===== src/rtl/ibex_mem_arbiter_pkg.sv =====
// ibex_mem_arbiter_pkg
//   Shared types and helpers for the instruction/data memory arbiter.
//   - mem_src_e     : identifies which core interface owns a transaction.
//   - InstrBe       : byte enables presented for instruction fetches.
//   - mem_src_other : the opposite requester, used for round-robin ties.

package ibex_mem_arbiter_pkg;

    typedef enum logic {
        MemSrcInstr = 1'b0,
        MemSrcData  = 1'b1
    } mem_src_e;

    // Fetches always read a full word.
    localparam logic [3:0] InstrBe = 4'hF;

    function automatic mem_src_e mem_src_other(mem_src_e src);
        return (src == MemSrcData) ? MemSrcInstr : MemSrcData;
    endfunction

endpackage


===== src/rtl/ibex_mem_arb_id_fifo.sv =====
// ibex_mem_arb_id_fifo
//   In-order FIFO recording the source of every granted memory transaction,
//   so each response can be returned to the requester that issued it.
//   Ports:
//     clk_i        clock
//     rst_i        synchronous active-high reset (flushes all entries)
//     push_i       write push_data_i at the tail (ignored when full)
//     push_data_i  entry to write
//     pop_i        drop the head entry (ignored when empty)
//     head_o       oldest entry; only meaningful when empty_o is low
//     full_o       Depth entries held
//     empty_o      no entries held

module ibex_mem_arb_id_fifo
    import ibex_mem_arbiter_pkg::*;
#(
    parameter int unsigned Depth   = 2,
    parameter type         entry_t = mem_src_e
) (
    input  logic   clk_i,
    input  logic   rst_i,
    input  logic   push_i,
    input  entry_t push_data_i,
    input  logic   pop_i,
    output entry_t head_o,
    output logic   full_o,
    output logic   empty_o
);

    localparam int unsigned PtrW = (Depth > 1) ? $clog2(Depth) : 1;
    localparam int unsigned CntW = $clog2(Depth + 1);

    localparam logic [PtrW-1:0] LastPtr = PtrW'(Depth - 1);
    localparam logic [CntW-1:0] FullCnt = CntW'(Depth);

    logic [PtrW-1:0] wr_ptr_q, wr_ptr_d;
    logic [PtrW-1:0] rd_ptr_q, rd_ptr_d;
    logic [CntW-1:0] cnt_q, cnt_d;
    entry_t          storage_q [Depth];

    logic do_push;
    logic do_pop;

    // Pointers wrap modulo Depth, which need not be a power of two.
    function automatic logic [PtrW-1:0] ptr_inc(logic [PtrW-1:0] ptr);
        return (ptr == LastPtr) ? '0 : ptr + PtrW'(1);
    endfunction

    assign full_o  = (cnt_q == FullCnt);
    assign empty_o = (cnt_q == '0);
    assign do_push = push_i & ~full_o;
    assign do_pop  = pop_i & ~empty_o;
    assign head_o  = storage_q[rd_ptr_q];

    always_comb begin
        wr_ptr_d = wr_ptr_q;
        rd_ptr_d = rd_ptr_q;
        cnt_d    = cnt_q;
        if (do_push) begin
            wr_ptr_d = ptr_inc(wr_ptr_q);
        end
        if (do_pop) begin
            rd_ptr_d = ptr_inc(rd_ptr_q);
        end
        case ({do_push, do_pop})
            2'b10:   cnt_d = cnt_q + CntW'(1);
            2'b01:   cnt_d = cnt_q - CntW'(1);
            default: cnt_d = cnt_q;
        endcase
    end

    always_ff @(posedge clk_i) begin
        if (rst_i) begin
            wr_ptr_q <= '0;
            rd_ptr_q <= '0;
            cnt_q    <= '0;
        end else begin
            wr_ptr_q <= wr_ptr_d;
            rd_ptr_q <= rd_ptr_d;
            cnt_q    <= cnt_d;
        end
    end

    // Entry contents need no reset: they are only read while the count says valid.
    always_ff @(posedge clk_i) begin
        if (do_push) begin
            storage_q[wr_ptr_q] <= push_data_i;
        end
    end

endmodule


===== src/rtl/ibex_mem_arbiter.sv =====
// ibex_mem_arbiter
//   Shares one memory port between the Ibex instruction-fetch and data
//   interfaces. Round-robin arbitration, selection held until granted, and an
//   in-order ID FIFO that steers each response back to its requester.
//   Request and response paths are purely combinational (no added latency).
//   Ports:
//     clk_i, rst_i                  clock, synchronous active-high reset
//     instr_*                       fetch request in, grant/response out
//     data_*                        data request in, grant/response out
//     mem_req_o .. mem_wdata_intg_o shared request towards memory
//     mem_gnt_i .. mem_err_i        memory grant and response
//     protocol_err_o                sticky: response seen with nothing outstanding

module ibex_mem_arbiter
    import ibex_mem_arbiter_pkg::*;
#(
    parameter int unsigned MaxOutstanding = 2,
    parameter bit          ResetDataFirst = 1'b1
) (
    input  logic        clk_i,
    input  logic        rst_i,

    input  logic        instr_req_i,
    input  logic [31:0] instr_addr_i,
    output logic        instr_gnt_o,
    output logic        instr_rvalid_o,
    output logic [31:0] instr_rdata_o,
    output logic [6:0]  instr_rdata_intg_o,
    output logic        instr_err_o,

    input  logic        data_req_i,
    input  logic        data_we_i,
    input  logic [3:0]  data_be_i,
    input  logic [31:0] data_addr_i,
    input  logic [31:0] data_wdata_i,
    input  logic [6:0]  data_wdata_intg_i,
    output logic        data_gnt_o,
    output logic        data_rvalid_o,
    output logic [31:0] data_rdata_o,
    output logic [6:0]  data_rdata_intg_o,
    output logic        data_err_o,

    output logic        mem_req_o,
    output logic        mem_we_o,
    output logic [3:0]  mem_be_o,
    output logic [31:0] mem_addr_o,
    output logic [31:0] mem_wdata_o,
    output logic [6:0]  mem_wdata_intg_o,
    input  logic        mem_gnt_i,
    input  logic        mem_rvalid_i,
    input  logic [31:0] mem_rdata_i,
    input  logic [6:0]  mem_rdata_intg_i,
    input  logic        mem_err_i,

    output logic        protocol_err_o
);

    // last_q starts as the loser of the first tie so the other side wins it.
    localparam mem_src_e ResetLast = ResetDataFirst ? MemSrcInstr : MemSrcData;

    mem_src_e last_q, last_d;
    mem_src_e lock_src_q, lock_src_d;
    logic     lock_q, lock_d;
    logic     perr_q, perr_d;

    mem_src_e sel_src;
    logic     sel_req;
    logic     grant;
    logic     fifo_full;
    logic     fifo_empty;
    mem_src_e fifo_head;
    logic     resp_valid;

    // ------------------------------------------------------------------
    // Source selection
    // ------------------------------------------------------------------
    always_comb begin
        // Tie (or no request): favour whoever was not granted last.
        sel_src = mem_src_other(last_q);
        if (lock_q) begin
            // An ungranted request must stay presented unchanged.
            sel_src = lock_src_q;
        end else if (data_req_i && !instr_req_i) begin
            sel_src = MemSrcData;
        end else if (instr_req_i && !data_req_i) begin
            sel_src = MemSrcInstr;
        end
    end

    assign sel_req = (sel_src == MemSrcData) ? data_req_i : instr_req_i;

    // A full FIFO blocks the request outright; a same-cycle pop does not
    // free a slot for it, keeping rvalid off the gnt/req path.
    assign mem_req_o   = sel_req & ~fifo_full & ~rst_i;
    assign grant       = mem_req_o & mem_gnt_i;
    assign instr_gnt_o = grant & (sel_src == MemSrcInstr);
    assign data_gnt_o  = grant & (sel_src == MemSrcData);

    always_comb begin
        mem_addr_o       = instr_addr_i;
        mem_we_o         = 1'b0;
        mem_be_o         = InstrBe;
        mem_wdata_o      = '0;
        mem_wdata_intg_o = '0;
        if (sel_src == MemSrcData) begin
            mem_addr_o       = data_addr_i;
            mem_we_o         = data_we_i;
            mem_be_o         = data_be_i;
            mem_wdata_o      = data_wdata_i;
            mem_wdata_intg_o = data_wdata_intg_i;
        end
    end

    // ------------------------------------------------------------------
    // Arbitration state
    // ------------------------------------------------------------------
    always_comb begin
        last_d     = last_q;
        lock_d     = lock_q;
        lock_src_d = lock_src_q;
        if (grant) begin
            last_d = sel_src;
            lock_d = 1'b0;
        end else if (mem_req_o) begin
            lock_d     = 1'b1;
            lock_src_d = sel_src;
        end
    end

    always_ff @(posedge clk_i) begin
        if (rst_i) begin
            last_q     <= ResetLast;
            lock_q     <= 1'b0;
            lock_src_q <= MemSrcInstr;
            perr_q     <= 1'b0;
        end else begin
            last_q     <= last_d;
            lock_q     <= lock_d;
            lock_src_q <= lock_src_d;
            perr_q     <= perr_d;
        end
    end

    // ------------------------------------------------------------------
    // Response routing
    // ------------------------------------------------------------------
    ibex_mem_arb_id_fifo #(
        .Depth   (MaxOutstanding),
        .entry_t (mem_src_e)
    ) u_id_fifo (
        .clk_i       (clk_i),
        .rst_i       (rst_i),
        .push_i      (grant),
        .push_data_i (sel_src),
        .pop_i       (resp_valid),
        .head_o      (fifo_head),
        .full_o      (fifo_full),
        .empty_o     (fifo_empty)
    );

    // Responses during reset belong to transactions being flushed; drop them.
    assign resp_valid     = mem_rvalid_i & ~fifo_empty & ~rst_i;
    assign instr_rvalid_o = resp_valid & (fifo_head == MemSrcInstr);
    assign data_rvalid_o  = resp_valid & (fifo_head == MemSrcData);

    assign instr_rdata_o      = mem_rdata_i;
    assign instr_rdata_intg_o = mem_rdata_intg_i;
    assign instr_err_o        = mem_err_i;
    assign data_rdata_o       = mem_rdata_i;
    assign data_rdata_intg_o  = mem_rdata_intg_i;
    assign data_err_o         = mem_err_i;

    assign perr_d         = perr_q | (mem_rvalid_i & fifo_empty & ~rst_i);
    assign protocol_err_o = perr_q & ~rst_i;

endmodule

===== config.mk =====
export PLATFORM = sky130hd
export DESIGN_NAME = ibex_mem_arbiter
export DESIGN_NICKNAME = d
export VERILOG_FILES = /design/src/rtl/ibex_mem_arbiter_pkg.sv /design/src/rtl/ibex_mem_arb_id_fifo.sv /design/src/rtl/ibex_mem_arbiter.sv
export SDC_FILE = /design/constraint.sdc
export NUM_CORES = 1
export LEC_CHECK = 0
export CORE_AREA = 4 4 122 124
export CTS_BUF_LIST = sky130_fd_sc_hd__clkbuf_4 sky130_fd_sc_hd__clkbuf_8
export CTS_CLUSTER_DIAMETER = 80
export DETAILED_ROUTE_END_ITERATION = 10
export DIE_AREA = 0 0 126 128
export GPL_ROUTABILITY_DRIVEN = 0
export GPL_TIMING_DRIVEN = 0
export SYNTH_ARGS = -nofsm -noshare
export SYNTH_HDL_FRONTEND = slang
export SYNTH_SLANG_ARGS = --single-unit

===== constraint.sdc =====
create_clock -name clk_i -period 2 [get_ports clk_i]
set_input_delay 0.3 -clock clk_i [delete_from_list [all_inputs] [get_ports clk_i]]
set_output_delay 0.3 -clock clk_i [all_outputs]
set_load 0.02 [all_outputs]

Word level (Yosys, flattened, before mapping)
Memories as Yosys holds them, arrays and structs flattened. A register that Yosys moved wholly into a read port is not among the register bits.
Cells that the tools add are included.

operators by class
  equal/unequal tests = 3
  mux-type cells = 17
  reductions and logical operators = 8
  add/subtract/negate cells = 4
  bitwise gates (word level) = 21

operator list
  kind                                                                 number
  32-bit two-way mux                                                   2
  1-bit AND                                                            14
  1-bit two-way mux                                                    12
  7-bit two-way mux                                                    1
  1-bit inverter                                                       6
  2-bit == test (second input constant)                                2
  4-bit two-way mux                                                    1
  2-bit case mux with 2 select lines                                   1
  1-bit adder (second input constant)                                  2
  2-bit by 1-bit adder with 2-bit output (second input constant)       1
  2-bit by 1-bit == test with 1-bit output (second input constant)     1
  1-bit logical AND                                                    2
  1-bit logical NOT                                                    2
  2-bit logical NOT                                                    1
  2-bit AND reduction                                                  1
  2-bit nonzero test                                                   1
  2-bit OR reduction                                                   1
  2-bit by 1-bit subtractor with 2-bit output (second input constant)  1
  1-bit OR                                                             1

word-level totals
  flip-flop bits (word level) = 8
  output and inout port bits = 162
  memory bits (writable) = 2
  word-level logic and storage cells = 61
  memories = 1
  input bits = 154

memories
  memory               words  bits a word  rd ports  clocked after Yosys merged registers in  write ports  line                        source
  u_id_fifo.storage_q  2      1            1         1                                        1            ibex_mem_arb_id_fifo.sv:39  entry_t storage_q [Depth];

Logic depth before layout (Yosys ltp)
Gate-level depths: netlist (run 1).

  word-level depth = 12
  gate-level depth with buffers = 7
  mapped depth without buffers = 7

Hierarchy
From an unflattened synthesis (run 1), not the netlist that was laid out.

second synthesis, totals
  cell total of the unflattened synthesis = 233
  area total of the unflattened synthesis = 2,004.4 um^2

modules (own cells, without submodules)
  module                cells an instance  area each (um^2)  seq. area each (um^2)  times used
  ibex_mem_arbiter      204                1,709.1           80.1                   1
  ibex_mem_arb_id_fifo  29                 295.3             160.2                  1

Least setup slack after synthesis (run 1)
No wires, ideal clock.

  path kind = flip-flop to flip-flop
  start point = register lock_src_q
  end point = register u_id_fifo.cnt_q[1]
  arrival = 2.017 ns
  path buffers = 0
  setup time = 0.072 ns
  required time = 1.928 ns
  clock period less this slack = 2.090 ns
  path slack = -0.090 ns
  cell stages (with the launch flop) = 7
  path through = dfxtp_1 mux2i_1 a2111oi_4 nand2_4 ha_1 or3_1 a21oi_1

between the ends
  word-level cells in the longest chain between the ends = 8
  elaborated cells between the ends (all ways) = 10
  those cells by class = eq/ne: 2; mux: 3; bitwise: 4; reduce/logical: 1

ends and longest elaborated chain
  item                                                                       line                        source
  from (decl)                                                                ibex_mem_arbiter.sv:62      mem_src_e lock_src_q, lock_src_d;
  from (signal assigned)                                                     ibex_mem_arbiter.sv:134     lock_src_q <= MemSrcInstr;
  from (signal assigned)                                                     ibex_mem_arbiter.sv:139     lock_src_q <= lock_src_d;
  1-bit two-way mux *                                                        ibex_mem_arbiter.sv:80      if (lock_q) begin
  1-bit two-way mux *                                                        ibex_mem_arbiter.sv:90      assign sel_req = (sel_src == MemSrcData) ? data_req_i : instr_req_i;
  1-bit AND * (2 in a row)                                                   ibex_mem_arbiter.sv:94      assign mem_req_o = sel_req & ~fifo_full & ~rst_i;
  net mem_req_o                                                              ibex_mem_arbiter.sv:43      output logic mem_req_o,
  1-bit AND *                                                                ibex_mem_arbiter.sv:95      assign grant = mem_req_o & mem_gnt_i;
  1-bit AND *                                                                ibex_mem_arb_id_fifo.sv:51  assign do_push = push_i & ~full_o;
  2-bit by 1-bit == test with 1-bit output or 2-bit == test (tied branches)  ibex_mem_arb_id_fifo.sv:65  case ({do_push, do_pop})
  2-bit case mux with 2 select lines or 2-bit nonzero test (tied branches)   --
  to (signal assigned)                                                       ibex_mem_arb_id_fifo.sv:80  cnt_q <= cnt_d;
  to (decl)                                                                  ibex_mem_arb_id_fifo.sv:38  logic [CntW-1:0] cnt_q, cnt_d;

The timed path passes the listed nets; every way through them passes the cells marked *.
A chain may end at the register's enable or synchronous reset.

Final worst setup path (run 1)
  start point = register last_q
  end point = output port mem_addr_o[28]

between the ends
  word-level cells in the longest chain between the ends = 5

ends and longest elaborated chain
  item                    line                        source
  from (decl)             ibex_mem_arbiter.sv:61      mem_src_e last_q, last_d;
  from (signal assigned)  ibex_mem_arbiter.sv:132     last_q <= ResetLast;
  from (signal assigned)  ibex_mem_arbiter.sv:137     last_q <= last_d;
  1-bit two-way mux       ibex_mem_arbiter_pkg.sv:18  return (src == MemSrcData) ? MemSrcInstr : MemSrcData;
  1-bit two-way mux       ibex_mem_arbiter.sv:85      end else if (instr_req_i && !data_req_i) begin
  1-bit two-way mux       ibex_mem_arbiter.sv:83      end else if (data_req_i && !instr_req_i) begin
  1-bit two-way mux       ibex_mem_arbiter.sv:80
  32-bit two-way mux      ibex_mem_arbiter.sv:105     if (sel_src == MemSrcData) begin
  to (decl)               ibex_mem_arbiter.sv:46      output logic [31:0] mem_addr_o,

Every way passes these cells.

==> results.cfg, run 1 <==
[synthesis]
seq_area_frac_synth = 0.123
synth_fp_nets = 374
synth_cell_type_count = 29
synth_area_per_cell_um2 = 8.90
syn_area_mm2 = 0.00195
yosysWarnings = 0
netlist_instances = 219
yosys_register_bits = 11

[timing]
timing.final.crit_share = 1.00
skew_ns = 0.00333
slew_violations = 0
fin_ws_ns = -0.00275
hold_violations = 0
rsz0062_at_grt = true
setup_viol = 1
layout_min_cycle_time_ns = 2.00
tightest_slew_ns = 0.592
relSlewSlack = 0.606
max_freq_mhz = 499

[clock_network]
cts-buffers-inserted = 3
clkTransAtPathRegs_ns = 0.05
cts.sinks = 11
ctsHoldBuffers = 0
insertion_delay_ns = 0.24
htree_levels = 1
clock-root-buffer = clkbuf_8
cts_tree = built
cts_buffer_depth = 2

[run_status]
outcome = complete, but fails checks
violations = negative setup slack

[routing]
drc = 0
dr.pass1.iters = 3
drtAntennaViolNets = 0
drt_iter0_markers = 63
vias = 2438
via_per_inst = 3.57
drt_wl_total_um = 9540
wire_per_inst_um = 14.0

[finish]
area_delta_synth_final_pct = 154
nNetsFinal = 659
final_cell_mix = clkdlybuf4s50_1, buf_4, buf_2, and2_1, buf_6
drive_above_1_share = 0.437
multi_input_area_mm2 = 0.00107
antenna_cells = 0
regArea_um2 = 245
layout_commonest_cell = clkdlybuf4s50_1
final_area_mm2 = 0.00495
fin_util = 0.360
fill_cells = 1417

[placed_design]
io_buffer_count = 274
place_hpwl_um = 8610
place_area_mm2 = 0.00493

[critical_path]
r2r_end = u_id_fifo.cnt_q[1]$_SDFFE_PP0P_
crit_path_start_kind = flop
cp-end-kind = output pin
crit_fanout = 10
cp_data_required_time_ns = 1.70
path_class = flop to output pin
reg2reg_from = lock_src_q$_SDFFE_PP0P_
critPathArrivalTime_ns = 1.70
r2r_slack_ns = 0.04
r2r_cells = 7

[worst_hold_path]
holdPathEnd = perr_q$_SDFF_PP0_
min_path_cells = 2
hp-start = perr_q$_SDFF_PP0_
hold_path.class = flop to flop

[global_routing]
busiest_layer = met2
grt_util_met3 = 0.0413
track_usage = 0.107
first_global_vias = 2777
antenna_found_initial = 0
grt_pass1_wl_um = 14200
grt_max_degree = 12
grt.overflow.total = 0
met2_usage = 0.197
met1_usage = 0.116

[power_and_ir_drop]
leakagePower_nw = 2.31
vdd_drop_max_v = 0.000156
power.density_mw_per_mm2 = 460

[flow_run]
maxCapViolations = 0

[floorplan]
die-area_mm2 = 0.0161
initial_core_util = 0.141
coreArea_mm2 = 0.0138
die_w_um = 126
die_h_um = 128
ios = 316
rows = 43
## area by class of cell
cell class | count | share of cell area
Multi-Input combinational cell | 116 | 0.216
Buffer | 90 | 0.148
Sequential cell | 11 | 0.0495
Tap cell | 180 | 0.0455
Timing Repair Buffer | 280 | 0.530
Inverter | 2 | 0.00152
Clock buffer | 4 | 0.00985
## metal layers
| layer | vias to the layer above | share of wire |
|---|---|---|
| li1 | 1188 | - |
| met1 | 1070 | 0.34 |
| met2 | 171 | 0.53 |
| met3 | 9 | 0.12 |
| met4 | 0 | 0.012 |
| met5 | - | 0 |
## critical path: stages (launching register included)
cell and delay (ns):
dfxtp_2 0.33, nor2_1 0.05, o31a_1 0.31, buf_12 0.16
buf_12 0.15, mux2_4 0.29, buf_2 0.16
## where the power goes
group          leakage (nW)  internal [mW]  switching [mW]
clock                0.0262          0.154          0.0886
combinational          2.19           1.00           0.770
sequential           0.0934          0.251          0.0175
## cell usage after synthesis
cell type,instances,area [um2]
buf_4,80,601
and2_1,41,257
mux2_4,29,435
nor2_1,10,37.5
dfxtp_1,9,180
nand2b_1,6,37.5
mux2i_1,5,50.1
buf_6,4,45.0
clkbuf_1,4,15.0
mux2_1,3,33.8
nand2_1,3,11.3
nor2b_1,3,18.8
a21oi_1,2,10.0
buf_2,2,10.0
edfxtp_1,2,60.1
inv_1,2,7.51
xnor2_1,2,17.5
a2111oi_4,1,27.5
a21boi_1,1,7.51
and3_1,1,6.26
ha_1,1,12.5
nand2_4,1,11.3
nor3_1,1,5.00
nor3b_2,1,12.5
o211a_1,1,10.0
o21ai_0,1,5.00
o31a_1,1,8.76
or3_1,1,6.26
xor2_1,1,8.76
## registers in the layout (all words and copies together), names as in the netlist, named ones only
name / count
lock_q: 1
u_id_fifo.rd_ptr_q: 1
lock_src_q: 1
last_q: 1
u_id_fifo.wr_ptr_q: 1
u_id_fifo.cnt_q: 2
u_id_fifo.storage_q: 2
perr_q: 1
## logic make-up (layout without fill, tap and decap cells)
logic type | Yosys count | count (layout) | synth area share
fa+ha+maj | 1 | 1 | 0.00642
compound gates | 7 | 7 | 0.0353
simple gates | 68 | 68 | 0.207
xor+xnor | 3 | 3 | 0.0135
mux | 37 | 37 | 0.267
buf+inv | 92 | 376 | 0.348
flops | 11 | 11 | 0.123
## worst max-delay path by stage
stage,endpoint,from
global route,mem_addr_o[17],last_q$_SDFFE_PP0N_
finish,mem_addr_o[28],last_q$_SDFFE_PP0N_
floorplan,u_id_fifo.cnt_q[1]$_SDFFE_PP0P_,u_id_fifo.cnt_q[1]$_SDFFE_PP0P_
detailed placement,mem_wdata_o[26],data_req_i
global placement,mem_wdata_o[26],data_req_i
CTS,mem_wdata_o[15],last_q$_SDFFE_PP0N_
## repair_timing
| item | 4_1_cts | 5_1_grt |
|---|---|---|
| resized for setup | 360 | 52 |
| pin swaps | 1 | 2 |
| cloned | 1 | 1 |
| endpoints found under the setup margin | 82 | 69 |
| setup buffers | 3 | 1 |
| endpoints found under the hold margin | 0 | 0 |
## metrics by stage
stage                     total power, mW  instances  hold slack [ns]  setup TNS, ns  worst slack (ns)
after global placement               2.02        673            0.443         -61.43            -0.890
after global routing                 2.41        683            0.517          -1.65           -0.0625
after CTS                            2.29        681            0.477         -0.620           -0.0399
after floorplan                      1.18        219            0.429              0           0.00713
final                                2.28        683            0.475       -0.00275          -0.00275
after detailed placement             2.03        673            0.466         -62.04            -0.907
(Power assumes the default switching activity.)
==> run 2, diff against run 1 <==
--- a/config.mk
+++ b/config.mk
@@ -5,13 +5,14 @@
 export SDC_FILE = /design/constraint.sdc
 export NUM_CORES = 1
 export LEC_CHECK = 0
-export CORE_AREA = 4 4 122 124
+export CORE_AREA = 4 4 120 122
 export CTS_BUF_LIST = sky130_fd_sc_hd__clkbuf_4 sky130_fd_sc_hd__clkbuf_8
 export CTS_CLUSTER_DIAMETER = 80
 export DETAILED_ROUTE_END_ITERATION = 10
-export DIE_AREA = 0 0 126 128
+export DIE_AREA = 0 0 124 126
 export GPL_ROUTABILITY_DRIVEN = 0
 export GPL_TIMING_DRIVEN = 0
 export SYNTH_ARGS = -nofsm -noshare
 export SYNTH_HDL_FRONTEND = slang
+export SYNTH_HIERARCHICAL = 1
 export SYNTH_SLANG_ARGS = --single-unit
==> constraint.sdc (replaced) <==
create_clock -name clk_i -period 2 [get_ports clk_i]
set_input_delay 0.3 -clock clk_i [delete_from_list [all_inputs] [get_ports clk_i]]
set_output_delay 0.3 -clock clk_i [all_outputs]
set_load 0.1 [all_outputs]
==> results.cfg, run 2 <==
[synthesis]
synth_fp_nets = 388
yosys_register_bits = 11
synth_area_per_cell_um2 = 8.60
synth_cell_type_count = 35
synth_ff_type = dfxtp_1
synth_top_area_frac = 0.300
synth_common_cells = buf_4, and3_1, mux2_4
synth_enable_flop_cells = 2
netlist_instances = 233
async_flop_share = 0
synth_top_area_cell = buf_4
seq_area_frac_synth = 0.120
synth_area_leaders = buf_4, mux2_4, and3_1, dfxtp_1, edfxtp_1
syn_area_mm2 = 0.00200
yosysWarnings = 6
yosysMostFrequentCell = buf_4

[floorplan]
ios = 316
die_h_um = 126
initial_core_util = 0.152
die_w_um = 124
die-area_mm2 = 0.0156
rows = 42
coreArea_mm2 = 0.0132

[timing]
rsz0062_at_grt = true
timing.final.crit_share = 1.05
setup_tns_ns = -2.01
slew_violations = 0
fin_ws_ns = -0.0908
tightest_slew_ns = 1.02
max_freq_mhz = 478
setup_viol = 32
skew_ns = 0.000794
layout_min_cycle_time_ns = 2.09
holdWs_ns = 0.421
relSlewSlack = 0.319
hold_violations = 0

[finish]
antenna_cells = 0
fin_util = 0.431
nNetsFinal = 675
area_delta_synth_final_pct = 184
layout_commonest_cell = clkdlybuf4s50_1
top_regs = u_id_fifo/cnt_q (2), u_id_fifo/storage_q (2)
drive_above_1_share = 0.532
final_cell_mix = clkdlybuf4s50_1, buf_4, buf_12, and3_2, mux2_4

[critical_path]
cp_num_buf_inv = 4
path_common_cell = buf_12
path_delay_family = buffers and inverters
path_class = flop to output pin
cp_data_required_time_ns = 1.70
cp_slowest_cell = dfxtp_4
slowest_delay_ns = 0.37
crit_path_start_kind = flop
critPathArrivalTime_ns = 1.79
cp-end-kind = output pin
crit_chain = inv_1 -> o211ai_4 -> buf_6 -> nand2_8 -> buf_12 -> mux2_2 -> buf_12
crit_fanout = 7

[clock_network]
clkTransAtPathRegs_ns = 0.05
cts.sinks = 11
htree_levels = 1
cts_buffer_depth = 2
cts_tree = built
insertion_delay_ns = 0.23
clock-root-buffer = clkbuf_8
ctsHoldBuffers = 0
cts-buffers-inserted = 3

[global_routing]
grt_pass1_wl_um = 15200
grt_max_degree = 11
grt.overflow.total = 0
first_global_vias = 2839
track_usage = 0.124
antenna_found_initial = 0

[power_and_ir_drop]
vdd_drop_max_v = 0.000319
leakagePower_nw = 2.56
power.density_mw_per_mm2 = 723
power_mw = 4.11

[placed_design]
io_buffer_count = 275
place_hpwl_um = 9600

[routing]
drc = 0
dr_wl_met3_um = 1470
vias = 2637
via_per_inst = 3.79
drtAntennaViolNets = 0
drt_wl_total_um = 11100
wl_met1_um = 3280
dr_wl_met2_um = 6310
drt_iter0_markers = 52
dr.max_layer_used = met4
wire_per_inst_um = 16.0
dr.pass1.iters = 4

[worst_hold_path]
hold_path.class = input pin to flop

[run_status]
violations = negative setup slack
outcome = complete, but fails checks

[flow_run]
maxCapViolations = 0
[run 2: cell count changes after synthesis, sizes merged, moves of 4 or more]
cell / delta
inv: +4
and3: +40
clkbuf: +5
mux2i: -4
and2: -40
[run 2: final timing paths]
kind | startpoint | to | slack, ns | depth (start not counted)
max | lock_q$_SDFFE_PP0P_ | mem_addr_o[31] | -0.09 | 7
min | rst_i | u_id_fifo/cnt_q[0]$_SDFFE_PP0P_ | 0.42 | 2
max reg2reg | u_id_fifo/cnt_q[0]$_SDFFE_PP0P_ | u_id_fifo/cnt_q[1]$_SDFFE_PP0P_ | 0.07 | 10
min reg2reg | perr_q$_SDFF_PP0_ | perr_q$_SDFF_PP0_ | 0.46 | 2
[run 2: layout make-up]
| cell class | count | area (um2) |
|---|---|---|
| clock buffers | 4 | 48.8 |
| multi-input cells | 124 | 1210 |
| well taps | 176 | 220 |
| fillers | 1251 | 7500 |
| inverters | 6 | 26.3 |
| repair buffers | 282 | 3220 |
| plain buffers | 92 | 709 |
| flip-flops and latches | 11 | 249 |
[run 2: worst reg2reg max path: stages (launching register included)]
cell and delay (ns):
dfxtp_4 0.37, nand2b_4 0.14, inv_2 0.06, nor3b_4 0.19, o21ai_1 0.11, a21oi_2 0.14, nand2_1 0.10, ha_4 0.16
xnor2_1 0.14, or3_1 0.31, a21oi_1 0.14
[run 2: kinds of logic after synthesis]
logic type | Yosys count | synth area share
buf+inv | 98 | 0.345
simple gates | 70 | 0.212
mux | 34 | 0.247
compound gates | 16 | 0.0574
flops | 11 | 0.120
xor+xnor | 3 | 0.0131
fa+ha+maj | 1 | 0.00624
[run 2: stage by stage]
step / setup WS [ns] / cells / area, um2
after floorplan: 0.0199 / 233 / 2080
after global placement: -1.38 / 684 / 5050
after detailed placement: -1.40 / 684 / 5050
after CTS: -0.125 / 692 / 5530
after global routing: -0.141 / 695 / 5690
final: -0.0908 / 695 / 5690
[run 2: repair_timing]
| item | 4_1_cts | 5_1_grt |
|---|---|---|
| buffers inserted | 3 | 2 |
| cloned | 1 | 1 |
| gates resized for setup | 643 | 31 |
| setup endpoints to repair | 87 | 81 |
| pin swaps | 1 | 1 |
[run 2: where the power goes]
part	total, mW	internal, mW	leakage (nW)	switching (mW)
Combinational	3.63	1.23	2.44	2.40
Clock	0.230	0.153	0.0262	0.0768
Sequential	0.256	0.241	0.0934	0.0141
Total	4.11	1.62	2.56	2.49
[run 2: routing by layer]
layer / global-route usage / up-vias
met5: 0 / -
met4: 0.0193 / 0
met1: 0.107 / 1150
met3: 0.0516 / 8
met2: 0.260 / 191
li1: - / 1288
